### src/rtl/mouse_stim_prog.sv
`default_nettype none
// ============================================================================
//  Module   : mouse_stim_prog
//  Purpose  : Scripted mouse gesture generator for simulation benches.
//             Idles at a start position, presses the left button, drags in
//             fixed signed steps (clamped per axis), releases, then either
//             stops (done) or restarts the gesture (LOOP=1).
//  Ports    : clk        - system clock
//             rst        - synchronous reset, active-high (dominates en)
//             en         - advance enable; low freezes every register
//             mouse_left - left button level
//             mouse_xpos - x position (POS_W bits)
//             mouse_ypos - y position (POS_W bits)
//             done       - sticky, gesture finished (LOOP=0 only)
//             loop_count - completed gestures, wraps 255->0
//  Revision : 1.0 - initial release
// ============================================================================
module mouse_stim_prog #(
    parameter int POS_W          = 12,
    parameter int CTR_W          = 32,
    parameter int WAIT_CYCLES    = 500_000,
    parameter int STEP_PERIOD    = 1000,
    parameter int N_STEPS        = 16,
    parameter int RELEASE_CYCLES = 1000,
    parameter int X_START        = 0,
    parameter int Y_START        = 0,
    parameter int X_STEP         = 1,
    parameter int Y_STEP         = 1,
    parameter int X_MAX          = 1023,
    parameter int Y_MAX          = 767,
    parameter int LOOP           = 0
) (
    input  logic             clk,
    input  logic             rst,
    input  logic             en,
    output logic             mouse_left,
    output logic [POS_W-1:0] mouse_xpos,
    output logic [POS_W-1:0] mouse_ypos,
    output logic             done,
    output logic [7:0]       loop_count
);

    localparam logic [1:0] c_st_wait    = 2'd0;
    localparam logic [1:0] c_st_drag    = 2'd1;
    localparam logic [1:0] c_st_release = 2'd2;
    localparam logic [1:0] c_st_done    = 2'd3;

    localparam logic [CTR_W-1:0] c_ctr_one     = CTR_W'(1);
    localparam logic [CTR_W-1:0] c_wait_last   = CTR_W'(WAIT_CYCLES - 1);
    localparam logic [CTR_W-1:0] c_step_last   = CTR_W'(STEP_PERIOD - 1);
    localparam logic [CTR_W-1:0] c_rel_last    = CTR_W'(RELEASE_CYCLES - 1);
    localparam logic [CTR_W-1:0] c_nsteps_last = CTR_W'((N_STEPS > 0) ? (N_STEPS - 1) : 0);

    localparam logic [POS_W-1:0]        c_x_start = POS_W'(X_START);
    localparam logic [POS_W-1:0]        c_y_start = POS_W'(Y_START);
    localparam logic signed [POS_W+1:0] c_x_step  = (POS_W+2)'(X_STEP);
    localparam logic signed [POS_W+1:0] c_y_step  = (POS_W+2)'(Y_STEP);
    localparam logic signed [POS_W+1:0] c_x_max   = (POS_W+2)'(X_MAX);
    localparam logic signed [POS_W+1:0] c_y_max   = (POS_W+2)'(Y_MAX);

    // Largest count a CTR_W-bit counter can represent (plus one).
    localparam longint c_ctr_span = longint'(1) << CTR_W;

    generate
        if ((WAIT_CYCLES < 1) || (longint'(WAIT_CYCLES) > c_ctr_span) ||
            (STEP_PERIOD < 1) || (longint'(STEP_PERIOD) > c_ctr_span) ||
            (RELEASE_CYCLES < 1) || (longint'(RELEASE_CYCLES) > c_ctr_span) ||
            (N_STEPS < 0) || (longint'(N_STEPS) > c_ctr_span)) begin : g_bad_params
            $error("mouse_stim_prog: cycle/step parameter out of range for CTR_W");
        end
    endgenerate

    // Step one axis: signed add at POS_W+2 bits so neither underflow below
    // zero nor overflow past the limit can wrap, then clamp to [0, lim].
    function automatic logic [POS_W-1:0] f_step(
        input logic [POS_W-1:0]        cur,
        input logic signed [POS_W+1:0] step,
        input logic signed [POS_W+1:0] lim
    );
        logic signed [POS_W+1:0] sum;
        sum = $signed({2'b00, cur}) + step;
        if (sum[POS_W+1]) begin
            return '0;
        end else if (sum > lim) begin
            return lim[POS_W-1:0];
        end else begin
            return sum[POS_W-1:0];
        end
    endfunction

    logic [1:0]       r_state;
    logic [CTR_W-1:0] r_ctr;
    logic [CTR_W-1:0] r_step_cnt;
    logic             r_left;
    logic [POS_W-1:0] r_x;
    logic [POS_W-1:0] r_y;
    logic             r_done;
    logic [7:0]       r_loop_count;

    logic [1:0]       w_state_nxt;
    logic [CTR_W-1:0] w_ctr_nxt;
    logic [CTR_W-1:0] w_step_nxt;
    logic             w_left_nxt;
    logic [POS_W-1:0] w_x_nxt;
    logic [POS_W-1:0] w_y_nxt;
    logic             w_done_nxt;
    logic [7:0]       w_lc_nxt;
    logic [POS_W-1:0] w_x_stepped;
    logic [POS_W-1:0] w_y_stepped;

    assign w_x_stepped = f_step(r_x, c_x_step, c_x_max);
    assign w_y_stepped = f_step(r_y, c_y_step, c_y_max);

    always_ff @(posedge clk) begin
        if (rst) begin
            r_state      <= c_st_wait;
            r_ctr        <= '0;
            r_step_cnt   <= '0;
            r_left       <= 1'b0;
            r_x          <= '0;
            r_y          <= '0;
            r_done       <= 1'b0;
            r_loop_count <= 8'd0;
        end else if (en) begin
            r_state      <= w_state_nxt;
            r_ctr        <= w_ctr_nxt;
            r_step_cnt   <= w_step_nxt;
            r_left       <= w_left_nxt;
            r_x          <= w_x_nxt;
            r_y          <= w_y_nxt;
            r_done       <= w_done_nxt;
            r_loop_count <= w_lc_nxt;
        end
    end

    // Next-state values assume an enabled edge; the register block gates
    // them with en so a paused generator holds everything.
    always_comb begin
        w_state_nxt = r_state;
        w_ctr_nxt   = r_ctr;
        w_step_nxt  = r_step_cnt;
        w_left_nxt  = r_left;
        w_x_nxt     = r_x;
        w_y_nxt     = r_y;
        w_done_nxt  = r_done;
        w_lc_nxt    = r_loop_count;
        case (r_state)
            c_st_wait: begin
                // Position is reloaded every WAIT edge so it is valid after
                // the first enabled edge and after every loop restart.
                w_x_nxt    = c_x_start;
                w_y_nxt    = c_y_start;
                w_left_nxt = 1'b0;
                if (r_ctr == c_wait_last) begin
                    w_state_nxt = c_st_drag;
                    w_ctr_nxt   = '0;
                    w_left_nxt  = 1'b1;
                end else begin
                    w_ctr_nxt = r_ctr + c_ctr_one;
                end
            end
            c_st_drag: begin
                if (r_ctr == c_step_last) begin
                    w_ctr_nxt = '0;
                    if (N_STEPS > 0) begin
                        w_x_nxt = w_x_stepped;
                        w_y_nxt = w_y_stepped;
                    end
                    // Final step: move and release on the same edge.
                    if ((N_STEPS == 0) || (r_step_cnt == c_nsteps_last)) begin
                        w_state_nxt = c_st_release;
                        w_left_nxt  = 1'b0;
                        w_step_nxt  = '0;
                    end else begin
                        w_step_nxt = r_step_cnt + c_ctr_one;
                    end
                end else begin
                    w_ctr_nxt = r_ctr + c_ctr_one;
                end
            end
            c_st_release: begin
                w_left_nxt = 1'b0;
                if (r_ctr == c_rel_last) begin
                    w_ctr_nxt = '0;
                    w_lc_nxt  = r_loop_count + 8'd1;
                    if (LOOP != 0) begin
                        w_state_nxt = c_st_wait;
                    end else begin
                        w_state_nxt = c_st_done;
                        w_done_nxt  = 1'b1;
                    end
                end else begin
                    w_ctr_nxt = r_ctr + c_ctr_one;
                end
            end
            default: begin
                // Terminal state: everything holds until reset.
            end
        endcase
    end

    assign mouse_left = r_left;
    assign mouse_xpos = r_x;
    assign mouse_ypos = r_y;
    assign done       = r_done;
    assign loop_count = r_loop_count;

endmodule
`default_nettype wire

### config.mk
export PLATFORM = sky130hd
export DESIGN_NAME = mouse_stim_prog
export DESIGN_NICKNAME = d
export VERILOG_FILES = /design/src/rtl/mouse_stim_prog.sv
export SDC_FILE = /design/constraint.sdc
export NUM_CORES = 1
export LEC_CHECK = 0
export ABC_CLOCK_PERIOD_IN_PS = 2600
export BUFFER_PORTS_ARGS = -buffer_cell sky130_fd_sc_hd__buf_2
export CORE_MARGIN = 1
export CORE_UTILIZATION = 40
export DETAILED_ROUTE_END_ITERATION = 16
export GPL_TIMING_DRIVEN = 0
export HOLD_SLACK_MARGIN = 0.05
export PLACE_DENSITY_LB_ADDON = 0.15
export SLEW_MARGIN = 20
export SYNTH_ARGS = -nofsm -noshare
export SYNTH_HDL_FRONTEND = slang
export SYNTH_SLANG_ARGS = --single-unit
### constraint.sdc
create_clock -name clk -period 2.6 [get_ports clk]
set_input_delay 0.52 -clock clk [delete_from_list [all_inputs] [get_ports clk]]
set_output_delay 0.52 -clock clk [all_outputs]
set_load 0.1 [all_outputs]
==> summary.txt <==
Tmin final -> 2580 ps
CP max FO -> 7
IO Count -> 37
Num CTS Buffers -> 9
global-route wire length before repair -> 20500 um
Critical Path AT -> 2830 ps
Post-Syn Instances -> 631
Worst Setup EP -> loop_count[5]
post-synth top area cell -> dfxtp_1
Max Cap Viol -> 0
row count -> 41
Post-DP HPWL -> 8950 um
Synth area leaders -> dfxtp_1 (39%), nor2_1 (6.4%), xor2_1 (5.9%), xnor2_1 (5.3%), nand2_1 (4.4%)
htree depth -> 3
die area -> 0.0134 sq mm
cts hold-fix bufs -> 0
Worst Setup SP -> r_ctr[12]
worst reg2reg startpoint -> r_ctr[12]
startpoint types -> flip-flop
cell depth of the worst flop-to-flop path -> 6
Max IR drop VDD -> 0.363 mV
Post-DRT Antenna Nets -> 0
Hold Crit Class -> reg2reg
DR vias -> 4623
die extent in y -> 116 um
Synth top cells by count -> dfxtp_1 (100), nor2_1 (88), nand2_1 (61)
Distinct cells, synth -> 51
number of synthesized register bits -> 100
via-per-instance ratio -> 5.38
Nets -> 698
Leakage -> 0.00222 uW
CP required -> 2850 ps
Core Area -> 0.0126 sq mm
Post-Syn Nets -> 646
Total Wirelength -> 12500 um
gr ovfl total -> 0
Initial Utilization -> 40.9%
per-cell routed wire length -> 14.5 um
first drt pass iteration count -> 5
Ant. Diodes -> 0
CTS Buffer Depth -> 2
Fill cells -> 1257
P&R area growth vs syn -> 18.1%
Primary FF master, synth -> dfxtp_1
vias in the first global route -> 4235
clk_skew -> 9.63 ps
Clock transition at path regs -> 70 ps
die width -> 116 um
DRC errors left -> 0
initial drt markers -> 328
Synth Warn # -> 0
Setup Viol. Count Final -> 0
Final Power -> 2970 uW
most common cell in the synthesized netlist -> dfxtp_1
sequential share of the synthesized area -> 38.8%
Peak Freq -> 388 MHz
Post-Place Cells -> 838
mapped cell area -> 0.00516 sq mm
clock net sink count -> 100
crit end category -> flip-flop
# port buffers -> 35
clk_lat worst skew -> 360 ps
final period utilization -> 99.2%
PD cells -> 487 mW/mm^2
GR Util All Layers -> 19.5%
largest net degree at the start of global routing -> 17
GPL Wtd Cong -> 0.855
Layout Cells excl Fill -> 860
top cell type's share of synthesized area -> 38.8%
EDFF count, synth -> 0
status -> complete, no violations
Slew Limit Fails -> 0
CTS tree -> built
CTS root buf -> clkbuf_16
initial antenna violation count -> 0
RSZ-0062 raised after global routing -> yes
layout cell share with drive strength beyond 1 -> 18.5%
max_slew headroom -> 54.4%
final hold viol count -> 0
kind of critical path -> reg2reg
FFs w/ async S/R, synth -> 0%
synthesized area per cell -> 8.18 sq um
Critical R2R Capture -> loop_count[5]
FF-to-FF setup slack -> 20 ps
worst slew pin tran -> 679 ps
-- routing by layer --
layer  up-vias  track usage [%]  share of wire (%)  routed length [um]
met5         -                0                  0                   0
met4         0             4.94               0.81                 101
met3        10             5.18                4.1                 514
met2        75             31.8                 47                5880
met1      2200             25.6                 48                6010
li1       2338                -                  -                   -
-- logic make-up (layout without fill, tap and decap cells) --
kind of cell | after synthesis | count (layout) | synth area share (%)
AOI/OAI and AO/OA | 83 | 83 | 10.1
xor gates and xnor gates | 66 | 66 | 11.2
adders and majority gates | 12 | 12 | 2.91
buffers and inverters | 46 | 102 | 3.66
DFF | 100 | 100 | 38.8
muxes | 6 | 6 | 1.24
and+or+nand+nor | 318 | 319 | 32.1
-- how the worst min path moves through the flow --
stage,to,slack (ps),cells past startpoint,startpoint
global placement,mouse_left,440,2,mouse_left
finish,mouse_left,460,2,mouse_left
floorplan,r_ctr[1],450,2,r_ctr[1]
detailed placement,mouse_left,450,2,mouse_left
global route,mouse_left,480,2,mouse_left
CTS,mouse_left,460,2,mouse_left
-- per-stage QoR --
step | hold slack, ps | setup slack, ps | utilization, % | instance area, sq um | setup TNS, ps
floorplan | 449 | -71.2 | - | 5180 | -71.2
global placement | 443 | -438 | 44.1 | 5570 | -23180
detailed placement | 447 | -451 | 44.1 | 5570 | -23740
CTS | 458 | 2.38 | 47.2 | 5960 | 0
global route | 483 | -62.1 | 48.3 | 6090 | -1370
finish | 458 | 20.4 | 48.3 | 6090 | 0
-- state kept, by name (all words and copies together), names as in the netlist --
name	flops
loop_count	8
r_ctr	32
r_step_cnt	32
mouse_left	1
mouse_xpos	12
r_state	2
mouse_ypos	12
done	1
-- layout by cell type (no fill, tap or decap), types with 11 or more instances in the layout --
cell / synthesis / layout
nand3_1: 31 / 30
nor2_1: 88 / 86
nor3_1: 15 / 13
buf_4: 0 / 11
buf_2: 7 / 37
xor2_1: 35 / 35
dfxtp_1: 100 / 84
ha_1: 12 / 11
nand2_1: 61 / 59
o21ai_0: 25 / 22
nand4_1: 25 / 25
inv_1: 20 / 20
and3_1: 22 / 21
a21oi_1: 28 / 28
dfxtp_2: 0 / 16
nor4_1: 21 / 15
clkbuf_1: 18 / 15
xnor2_1: 31 / 30
-- worst max-delay path, stage by stage (launching register included) --
cell	delay, ps
dfxtp_2	330
or4_4	530
or4_4	590
nor4_4	380
and3_4	250
nand3_1	90
mux2_2	280
-- what timing repair did --
| action | in CTS | in global routing |
|---|---|---|
| pin swaps | 6 | 19 |
| endpoints found under the setup margin | 92 | 85 |
| cloned | 0 | 1 |
| setup buffers | 4 | 4 |
| resized for setup | 20 | 39 |
-- layout make-up --
type | count | area [sq um] | share of cell area [%]
plain buffers | 23 | 124 | 2.03
clock buffers | 11 | 233 | 3.82
clock inverters | 5 | 62.6 | 1.03
inverters | 20 | 75.1 | 1.23
multi-input cells | 486 | 3130 | 51.3
flip-flops and latches | 100 | 2020 | 33.2
well taps | 172 | 215 | 3.53
repair buffers | 43 | 235 | 3.86
-- where the power goes --
group	leakage [uW]	switching [uW]	total, uW	internal (uW)
clock network	0.000136	606	1360	750
registers	0.000814	2.85	1540	1530
logic	0.00127	53.6	72.3	18.7
Power figures use the tool's default switching activity.
